**src/rtl/pipe_pkg.sv**
```systemverilog
`default_nettype none
// ============================================================================
// Module      : pipe_pkg
// Description : Shared definitions for the fetch-side pipeline control.
//               - IRSrcIF mux select encodings
//               - hazard controller FSM state type
//               - canonical NOP instruction word
//               - helper that computes the counter preload for a slot count
// Revision    : 1.0 - initial release
// ============================================================================
package pipe_pkg;

  // IF instruction-source mux selects (2'b11 is never driven)
  localparam logic [1:0] IRSRC_PASS   = 2'b00;
  localparam logic [1:0] IRSRC_NOP    = 2'b01;
  localparam logic [1:0] IRSRC_REPLAY = 2'b10;

  localparam logic [31:0] NOP_WORD = 32'h0000_0000;

  localparam int unsigned CNT_W = 3;

  typedef enum logic [1:0] {
    ST_RUN    = 2'd0,
    ST_STALL  = 2'd1,
    ST_REPLAY = 2'd2,
    ST_FLUSH  = 2'd3
  } hz_state_t;

  // The cycle that detects a hazard already produces the first NOP, and the
  // state machine leaves its holding state on cnt==0, so a run of N NOPs
  // needs a preload of N-2. Slot counts of 1 never enter the holding state.
  function automatic logic [CNT_W-1:0] slot_cnt_init(input int unsigned slots);
    if (slots > 1) begin
      return CNT_W'(slots - 2);
    end
    return '0;
  endfunction

endpackage : pipe_pkg
`default_nettype wire

```
**src/rtl/lu_hazard_detect.sv**
```systemverilog
`default_nettype none
// ============================================================================
// Module      : lu_hazard_detect
// Description : Combinational load-use hazard compare. Flags when the load
//               in EX writes a register that the instruction in ID reads.
//               Register 0 is hard-wired, so a load to it never conflicts.
// Ports       : ex_mem_read - EX instruction is a load
//               ex_rt       - load destination in EX
//               id_rs       - rs of instruction in ID
//               id_rt       - rt of instruction in ID
//               id_uses_rt  - ID instruction actually reads rt
//               lu_hazard   - hazard present this cycle
// Revision    : 1.0 - initial release
// ============================================================================
module lu_hazard_detect #(
  parameter int unsigned REG_W = 5
) (
  input  logic             ex_mem_read,
  input  logic [REG_W-1:0] ex_rt,
  input  logic [REG_W-1:0] id_rs,
  input  logic [REG_W-1:0] id_rt,
  input  logic             id_uses_rt,
  output logic             lu_hazard
);

  logic rs_match;
  logic rt_match;
  logic dst_nonzero;

  assign dst_nonzero = (ex_rt != '0);
  assign rs_match    = (ex_rt == id_rs);
  assign rt_match    = id_uses_rt && (ex_rt == id_rt);
  assign lu_hazard   = ex_mem_read && dst_nonzero && (rs_match || rt_match);

endmodule : lu_hazard_detect
`default_nettype wire

```
**src/rtl/if_hazard_ctrl.sv**
```systemverilog
`default_nettype none
// ============================================================================
// Module      : if_hazard_ctrl
// Description : Fetch-side hazard controller for the 5-stage pipeline.
//               Load-use hazards insert NOP bubbles while holding the PC and
//               then replay the fetched word that was captured on detection.
//               Taken BNEs resolved in EX insert NOP slots while the PC takes
//               the branch target. A branch always overrides a stall, replay
//               or flush in progress. Outputs are combinational so a hazard
//               acts in the cycle it is detected.
// Ports       : clk, rst          - clock, synchronous active-high reset
//               if_instr          - word fetched this cycle
//               id_rs/id_rt       - source registers of the ID instruction
//               id_uses_rt        - ID instruction reads rt
//               ex_mem_read/ex_rt - load in EX and its destination
//               ex_bne_taken      - BNE in EX resolved taken
//               IRSrcIF           - IF instruction-source mux select
//               replay_instr      - held word for the replay mux input
//               pc_write          - PC update enable
//               if_id_write       - IF/ID register enable
//               busy              - controller is not in RUN
// Revision    : 1.0 - initial release
// ============================================================================
module if_hazard_ctrl
  import pipe_pkg::*;
#(
  parameter int unsigned LOAD_USE_BUBBLES = 1,
  parameter int unsigned FLUSH_SLOTS      = 2,
  parameter int unsigned REG_W            = 5
) (
  input  logic             clk,
  input  logic             rst,
  input  logic [31:0]      if_instr,
  input  logic [REG_W-1:0] id_rs,
  input  logic [REG_W-1:0] id_rt,
  input  logic             id_uses_rt,
  input  logic             ex_mem_read,
  input  logic [REG_W-1:0] ex_rt,
  input  logic             ex_bne_taken,
  output logic [1:0]       IRSrcIF,
  output logic [31:0]      replay_instr,
  output logic             pc_write,
  output logic             if_id_write,
  output logic             busy
);

  localparam logic [CNT_W-1:0] STALL_INIT = slot_cnt_init(LOAD_USE_BUBBLES);
  localparam logic [CNT_W-1:0] FLUSH_INIT = slot_cnt_init(FLUSH_SLOTS);

  hz_state_t        state;
  hz_state_t        state_nxt;
  logic [CNT_W-1:0] cnt;
  logic [CNT_W-1:0] cnt_nxt;
  logic [31:0]      replay_reg;
  logic [31:0]      replay_nxt;
  logic             lu_hazard;

  lu_hazard_detect #(
    .REG_W (REG_W)
  ) u_lu_hazard_detect (
    .ex_mem_read (ex_mem_read),
    .ex_rt       (ex_rt),
    .id_rs       (id_rs),
    .id_rt       (id_rt),
    .id_uses_rt  (id_uses_rt),
    .lu_hazard   (lu_hazard)
  );

  // --------------------------------------------------------------------------
  // State register
  // --------------------------------------------------------------------------
  always_ff @(posedge clk) begin
    if (rst) begin
      state      <= ST_RUN;
      cnt        <= '0;
      replay_reg <= NOP_WORD;
    end else begin
      state      <= state_nxt;
      cnt        <= cnt_nxt;
      replay_reg <= replay_nxt;
    end
  end

  // --------------------------------------------------------------------------
  // Next state and outputs
  // --------------------------------------------------------------------------
  always_comb begin
    state_nxt   = state;
    cnt_nxt     = cnt;
    replay_nxt  = replay_reg;
    IRSrcIF     = IRSRC_PASS;
    pc_write    = 1'b1;
    if_id_write = 1'b1;

    if (ex_bne_taken) begin
      // Branch wins from any state; the PC keeps moving to the target and
      // any held replay word is simply never selected again.
      IRSrcIF  = IRSRC_NOP;
      pc_write = 1'b1;
      if (FLUSH_SLOTS > 1) begin
        state_nxt = ST_FLUSH;
        cnt_nxt   = FLUSH_INIT;
      end else begin
        state_nxt = ST_RUN;
        cnt_nxt   = '0;
      end
    end else begin
      case (state)
        ST_RUN: begin
          if (lu_hazard) begin
            IRSrcIF    = IRSRC_NOP;
            pc_write   = 1'b0;
            replay_nxt = if_instr;
            if (LOAD_USE_BUBBLES > 1) begin
              state_nxt = ST_STALL;
              cnt_nxt   = STALL_INIT;
            end else begin
              state_nxt = ST_REPLAY;
            end
          end
        end

        ST_STALL: begin
          IRSrcIF  = IRSRC_NOP;
          pc_write = 1'b0;
          if (cnt == '0) begin
            state_nxt = ST_REPLAY;
          end else begin
            cnt_nxt = cnt - 1'b1;
          end
        end

        ST_REPLAY: begin
          IRSrcIF   = IRSRC_REPLAY;
          pc_write  = 1'b1;
          state_nxt = ST_RUN;
          // A fresh hazard against the replayed slot bubbles again but keeps
          // the word already held, since the PC never advanced past it.
          if (lu_hazard) begin
            IRSrcIF  = IRSRC_NOP;
            pc_write = 1'b0;
            if (LOAD_USE_BUBBLES > 1) begin
              state_nxt = ST_STALL;
              cnt_nxt   = STALL_INIT;
            end else begin
              state_nxt = ST_REPLAY;
            end
          end
        end

        ST_FLUSH: begin
          // ID holds a squashed instruction, so load-use is not examined.
          IRSrcIF  = IRSRC_NOP;
          pc_write = 1'b1;
          if (cnt == '0) begin
            state_nxt = ST_RUN;
          end else begin
            cnt_nxt = cnt - 1'b1;
          end
        end

        default: begin
          state_nxt = ST_RUN;
          cnt_nxt   = '0;
        end
      endcase
    end

    // While reset is held, load a NOP into IF/ID and freeze the PC.
    if (rst) begin
      IRSrcIF  = IRSRC_NOP;
      pc_write = 1'b0;
    end
  end

  assign replay_instr = replay_reg;
  assign busy         = !rst && (state != ST_RUN);

endmodule : if_hazard_ctrl
`default_nettype wire

```
**config.mk**
```make
export PLATFORM = sky130hd
export DESIGN_NAME = if_hazard_ctrl
export DESIGN_NICKNAME = d
export VERILOG_FILES = /design/src/rtl/pipe_pkg.sv /design/src/rtl/lu_hazard_detect.sv /design/src/rtl/if_hazard_ctrl.sv
export SDC_FILE = /design/constraint.sdc
export NUM_CORES = 1
export LEC_CHECK = 0
export BUFFER_PORTS_ARGS = -buffer_cell sky130_fd_sc_hd__clkbuf_2
export CAP_MARGIN = 0
export CORE_UTILIZATION = 49
export DETAILED_ROUTE_END_ITERATION = 10
export PLACE_DENSITY = 0.9
export SLEW_MARGIN = 5
export SYNTH_ARGS = -nofsm -noshare
export SYNTH_HDL_FRONTEND = slang
export SYNTH_SLANG_ARGS = --single-unit
```
**constraint.sdc**
```tcl
create_clock -name clk -period 2.7 [get_ports clk]
set_input_delay 0.405 -clock clk [delete_from_list [all_inputs] [get_ports clk]]
set_output_delay 0.405 -clock clk [all_outputs]
set_load 0.1 [all_outputs]
```
Yosys cells after proc, flatten, opt, wreduce, memory -nomap -nowiden
Index checks and enable logic that the tools add are counted.

word-level totals
  word-level logic and storage cells = 45
  register bits = 37
  input bits = 52

operators by class
  multiplexer cells = 15
  reductions and logical operators = 16
  add/subtract/negate cells = 1
  bitwise gates (word level) = 2
  equal/unequal tests = 8

operators by type and width
  kind                 number
  $mux 2               8
  $eq 5x5->1           2
  $ne 3x3->1 const B   3
  $pmux 2 s4           1
  $pmux 2 s3           1
  $reduce_and 3->1     2
  $reduce_or 2->1      3
  $reduce_bool 5->1    1
  $eq 2x2->1 const B   2
  $logic_and 1x1->1    4
  $mux 1               4
  $logic_not 3->1      1
  $pmux 1 s3           1
  $sub 3x1->3 const B  1
  $eq 2x1->1 const B   1
  $logic_not 2->1      1
  $not 1->1            2
  $reduce_and 2->1     1
  $reduce_bool 2->1    1
  $logic_not 1->1      1
  $logic_or 1x1->1     1

Depth between registers and ports, before layout
  word-level depth = 8
  gate-level depth with buffers = 6

Cells and area by module
From an unflattened synthesis, not the netlist that was laid out.

unflattened totals
  cell total of the unflattened synthesis = 193
  area, all modules = 1550.2 µm²

by module, submodules not included
  module            area each (µm²)  instances  seq. area each (µm²)  cells an instance
  if_hazard_ctrl    1417.6           1          740.7                 176
  lu_hazard_detect  132.6            1          0.0                   17

Worst setup path after synthesis
OpenSTA, ideal clock, no wires.

  path type = input -> output
  start point = input ex_rt[0]
  end point = output IRSrcIF[1]
  path slack = -1.096 ns
  stages = 4
  data arrival time = 3.391 ns
  cells stage by stage = or4_1 o21ai_1 nor2_1 nor3_1

between the ends
  word-level cells in the longest chain between the ends = 8
  elaborated cells between the ends (all ways) = 11
  classes of those cells = 2 x eq/ne; 4 x mux; 5 x reduce/logical

ends and longest elaborated chain
  element                line                    text
  start, declared        if_hazard_ctrl.sv:38    input logic [REG_W-1:0] ex_rt,
  $eq 5x5->1             lu_hazard_detect.sv:32  assign rt_match = id_uses_rt && (ex_rt == id_rt);
  $logic_and 1x1->1      lu_hazard_detect.sv:32
  $logic_or 1x1->1       lu_hazard_detect.sv:33  assign lu_hazard = ex_mem_read && dst_nonzero && (rs_match || rt_match);
  $logic_and 1x1->1 (*)  lu_hazard_detect.sv:33
  $mux 2 (*)             if_hazard_ctrl.sv:139   if (lu_hazard) begin
  $pmux 2 s3 (*)         if_hazard_ctrl.sv:108   case (state)
  $mux 2 (*)             if_hazard_ctrl.sv:95    if (ex_bne_taken) begin
  $mux 2 (*)             if_hazard_ctrl.sv:170   if (rst) begin
  end, declared          if_hazard_ctrl.sv:40    output logic [1:0] IRSrcIF,

Mark *: on every way between the ends. The rest lies on a longest branch, timed or not.

Worst setup path after layout
  start point = input ex_rt[0]
  end point = output IRSrcIF[0]

between the ends
  word-level cells in the longest chain between the ends = 8
  elaborated cells between the ends (all ways) = 12
  classes of those cells = 2 x eq/ne; 5 x mux; 5 x reduce/logical

ends and longest elaborated chain
  element                                  line
  $eq 5x5->1                               lu_hazard_detect.sv:32
  $logic_and 1x1->1                        lu_hazard_detect.sv:32
  $logic_or 1x1->1                         lu_hazard_detect.sv:33
  $logic_and 1x1->1 (*)                    lu_hazard_detect.sv:33
  $mux 2 / $mux 1 (equally long branches)  if_hazard_ctrl.sv:139, if_hazard_ctrl.sv:110
  $pmux 2 s3 (*)                           if_hazard_ctrl.sv:108
  $mux 2 (*)                               if_hazard_ctrl.sv:95
  $mux 2 (*)                               if_hazard_ctrl.sv:170

Marks and branches as above.

==> impl_metrics.env <==
export IMPL_drv_cap=0
export IMPL_htree_levels=2
export IMPL_post_route_util_pct=67.6
export IMPL_irDropWorstVdd_uv=346
export IMPL_crit_type="in2out"
export IMPL_die_y_um=63.6
export IMPL_setup_violations=0
export IMPL_pin_count=89
export IMPL_die_x_um=63.6
export IMPL_gp_congestion=0.757
export IMPL_grt_setup_unrepaired="no"
export IMPL_tightest_slew_ns=0.552
export IMPL_final_nets=330
export IMPL_initial_utilization_pct=50.8
export IMPL_routedWlPerCell_um=11.1
export IMPL_hp_class="in2reg"
export IMPL_clock_latency_ns=0.28
export IMPL_dp_final_hpwl_um=2630
export IMPL_vias=1510
export IMPL_startpoint="ex_rt[0]"
export IMPL_ys_ff_latch=37
export IMPL_clockRootBuffer="clkbuf_8"
export IMPL_drive_gt1_share_pct=36.6
export IMPL_cts_tree="built"
export IMPL_grt_overflow_total=0
export IMPL_synth_warnings=0
export IMPL_critPathCaptureType="output port"
export IMPL_syn_avg_cell_area_um2=9.69
export IMPL_cts_buffer_depth=2
export IMPL_critPathTopFamily="simple AND/OR/NAND/NOR gates"
export IMPL_layout_setup_ws_ns=0.247
export IMPL_placedCellCount=317
export IMPL_post_place_ws_ns=0.252
export IMPL_final_common_cell="clkbuf_2"
export IMPL_fin_setup_tns_ns=0
export IMPL_most_common_layout_cells="clkbuf_2, nand2b_1, dfxtp_1, mux2i_1"
export IMPL_holdCritStartpoint="if_instr[22]"
export IMPL_p_leak_nw=1.05
export IMPL_hold_violations=0
export IMPL_drv_slew=0
export IMPL_crit_fanout=3
export IMPL_fmax_mhz=408
export IMPL_postCtsSetupRepairBufs=0
export IMPL_cts_buffers=5
export IMPL_path_common_cell="or4_1"
export IMPL_total_power_mw=1.19
export IMPL_status="finished, final reports clean"
export IMPL_fin_crit_sh_pct=90.8
export IMPL_drc=0
export IMPL_cp_num_buf_inv=2
export IMPL_cpMaxStageDelayCell="or4_1"
export IMPL_syn_inst=192
export IMPL_ctsResizeCount=0
export IMPL_num_rows=22
export IMPL_clk_pin_slew_worst_paths_ns=0.07
export IMPL_max_slew_margin_pct=63.4
export IMPL_p_per_area_mw_per_mm2=481
export IMPL_grt_usage_pct=18.7
export IMPL_first_pass_iters=4
export IMPL_viasPerCell=4.66
export IMPL_syn_area_mm2=0.00186
export IMPL_io_buffer_count=87
export IMPL_holdWs_ns=0.356
export IMPL_cts_hold_buf=0
export IMPL_grt_pass1_vias=1390
export IMPL_skew_ns=0.00500
export IMPL_min_period_ns=2.45
export IMPL_synth_fp_nets=246
export IMPL_crit_arrival_ns=2.05
export IMPL_n_antenna_cell=0
export IMPL_antenna_found_initial=0
export IMPL_grt_pass1_wl_um=5890
export IMPL_grt_max_degree=69
export IMPL_wirelength_um=3590
export IMPL_seq_area_frac_synth_pct=39.8
export IMPL_worstPathCellList="clkbuf_2 -> or4_1 -> o21ai_1 -> nor2_1 -> or4_1 -> buf_12"
export IMPL_critPathRequiredTime_ns=2.30
export IMPL_synth_cell_type_count=25
export IMPL_place_area_mm2=0.00237
export IMPL_dieArea_mm2=0.00405
export IMPL_finish_instance_area_mm2=0.00247
export IMPL_cp_slowest_stage_delay_ns=0.55
export IMPL_final_cells=324
export IMPL_drtIter0Drc=67
export IMPL_coreArea_mm2=0.00366
export IMPL_critPathLaunchType="input pin"
export IMPL_n_fill_cell=318
export IMPL_clkSinkCount=37
export IMPL_area_growth_pct=33.0
export IMPL_worstReg2RegStart="cnt[0]$_SDFFE_PP0P_"
export IMPL_final_antenna_net_count=0
worst paths after layout:
kind                                                 endpoint  slack [ns]  depth (start not counted)
worst max-delay path                               IRSrcIF[0]        0.25                          6
worst max register to register            cnt[2]$_SDFFE_PP0P_        0.91                          6
worst min register to register   replay_instr[4]$_SDFFE_PP0P_        0.47                          2
worst min-delay path            replay_instr[22]$_SDFFE_PP0P_        0.36                          3
area by class of cell:
type                    instances  area (µm²)  area share (%)
clock buffers                   5        68.8            2.78
clock inverters                 2        35.0            1.42
inverters                       4        15.0           0.607
multi-input cells             138        1040            42.0
flip-flops and latches         37         741            29.9
well taps                      48        60.1            2.43
repair buffers                 90         515            20.8
cell usage after synthesis:
| cell type | count | area share [%] |
|---|---|---|
| buf_6 | 3 | 1.8 |
| o21ai_1 | 1 | 0.27 |
| ha_1 | 2 | 1.3 |
| a31oi_1 | 1 | 0.34 |
| a2111oi_0 | 2 | 0.94 |
| nor2b_1 | 1 | 0.34 |
| xnor2_1 | 3 | 1.4 |
| a21oi_1 | 1 | 0.27 |
| xor2_1 | 9 | 4.2 |
| o31a_1 | 1 | 0.47 |
| nand2_1 | 1 | 0.20 |
| nand2b_1 | 65 | 22 |
| buf_4 | 1 | 0.40 |
| nor4_2 | 1 | 0.67 |
| nor3_1 | 3 | 0.81 |
| inv_1 | 4 | 0.81 |
| clkbuf_1 | 9 | 1.8 |
| or4_1 | 2 | 0.81 |
| nor4b_4 | 1 | 1.3 |
| dfxtp_1 | 37 | 40 |
| a32oi_1 | 1 | 0.47 |
| nor2_1 | 9 | 1.8 |
| mux2i_1 | 32 | 17 |
| o31ai_1 | 1 | 0.40 |
| conb_1 | 1 | 0.20 |
worst reg2reg max path, cell delays in order, from the launching register on:
cell	delay [ns]
dfxtp_1	0.35
inv_1	0.05
ha_1	0.20
ha_1	0.21
nor2b_1	0.35
nor2_1	0.09
a2111oi_0	0.42
kinds of logic after synthesis:
family,synth area share (%)
adder cells (fa/ha/maj),1.34
buffers and inverters,4.84
AND/OR/NAND/NOR,27.8
multiplexers,17.2
AO/OA/AOI/OAI,3.16
XOR/XNOR,5.65
other,0.202
flip-flops,39.8
state kept, by name (all words and copies together) (netlist names):
signal	count
replay_instr	32
state	2
cnt	3
power by group:
part | internal [mW] | switching (mW) | leakage (nW)
clock network | 0.268 | 0.189 | 0.0540
registers | 0.550 | 0.00403 | 0.299
logic | 0.0764 | 0.103 | 0.702
per-layer routing:
metal	global-route usage, %	up-vias	part of all wire (%)
met5	0	-	0
met4	7.67	0	0.92
met3	5.07	5	5.7
met2	32.7	46	50
met1	21.2	664	44
li1	-	795	-
Note: power is estimated with default switching activity, not from simulation.
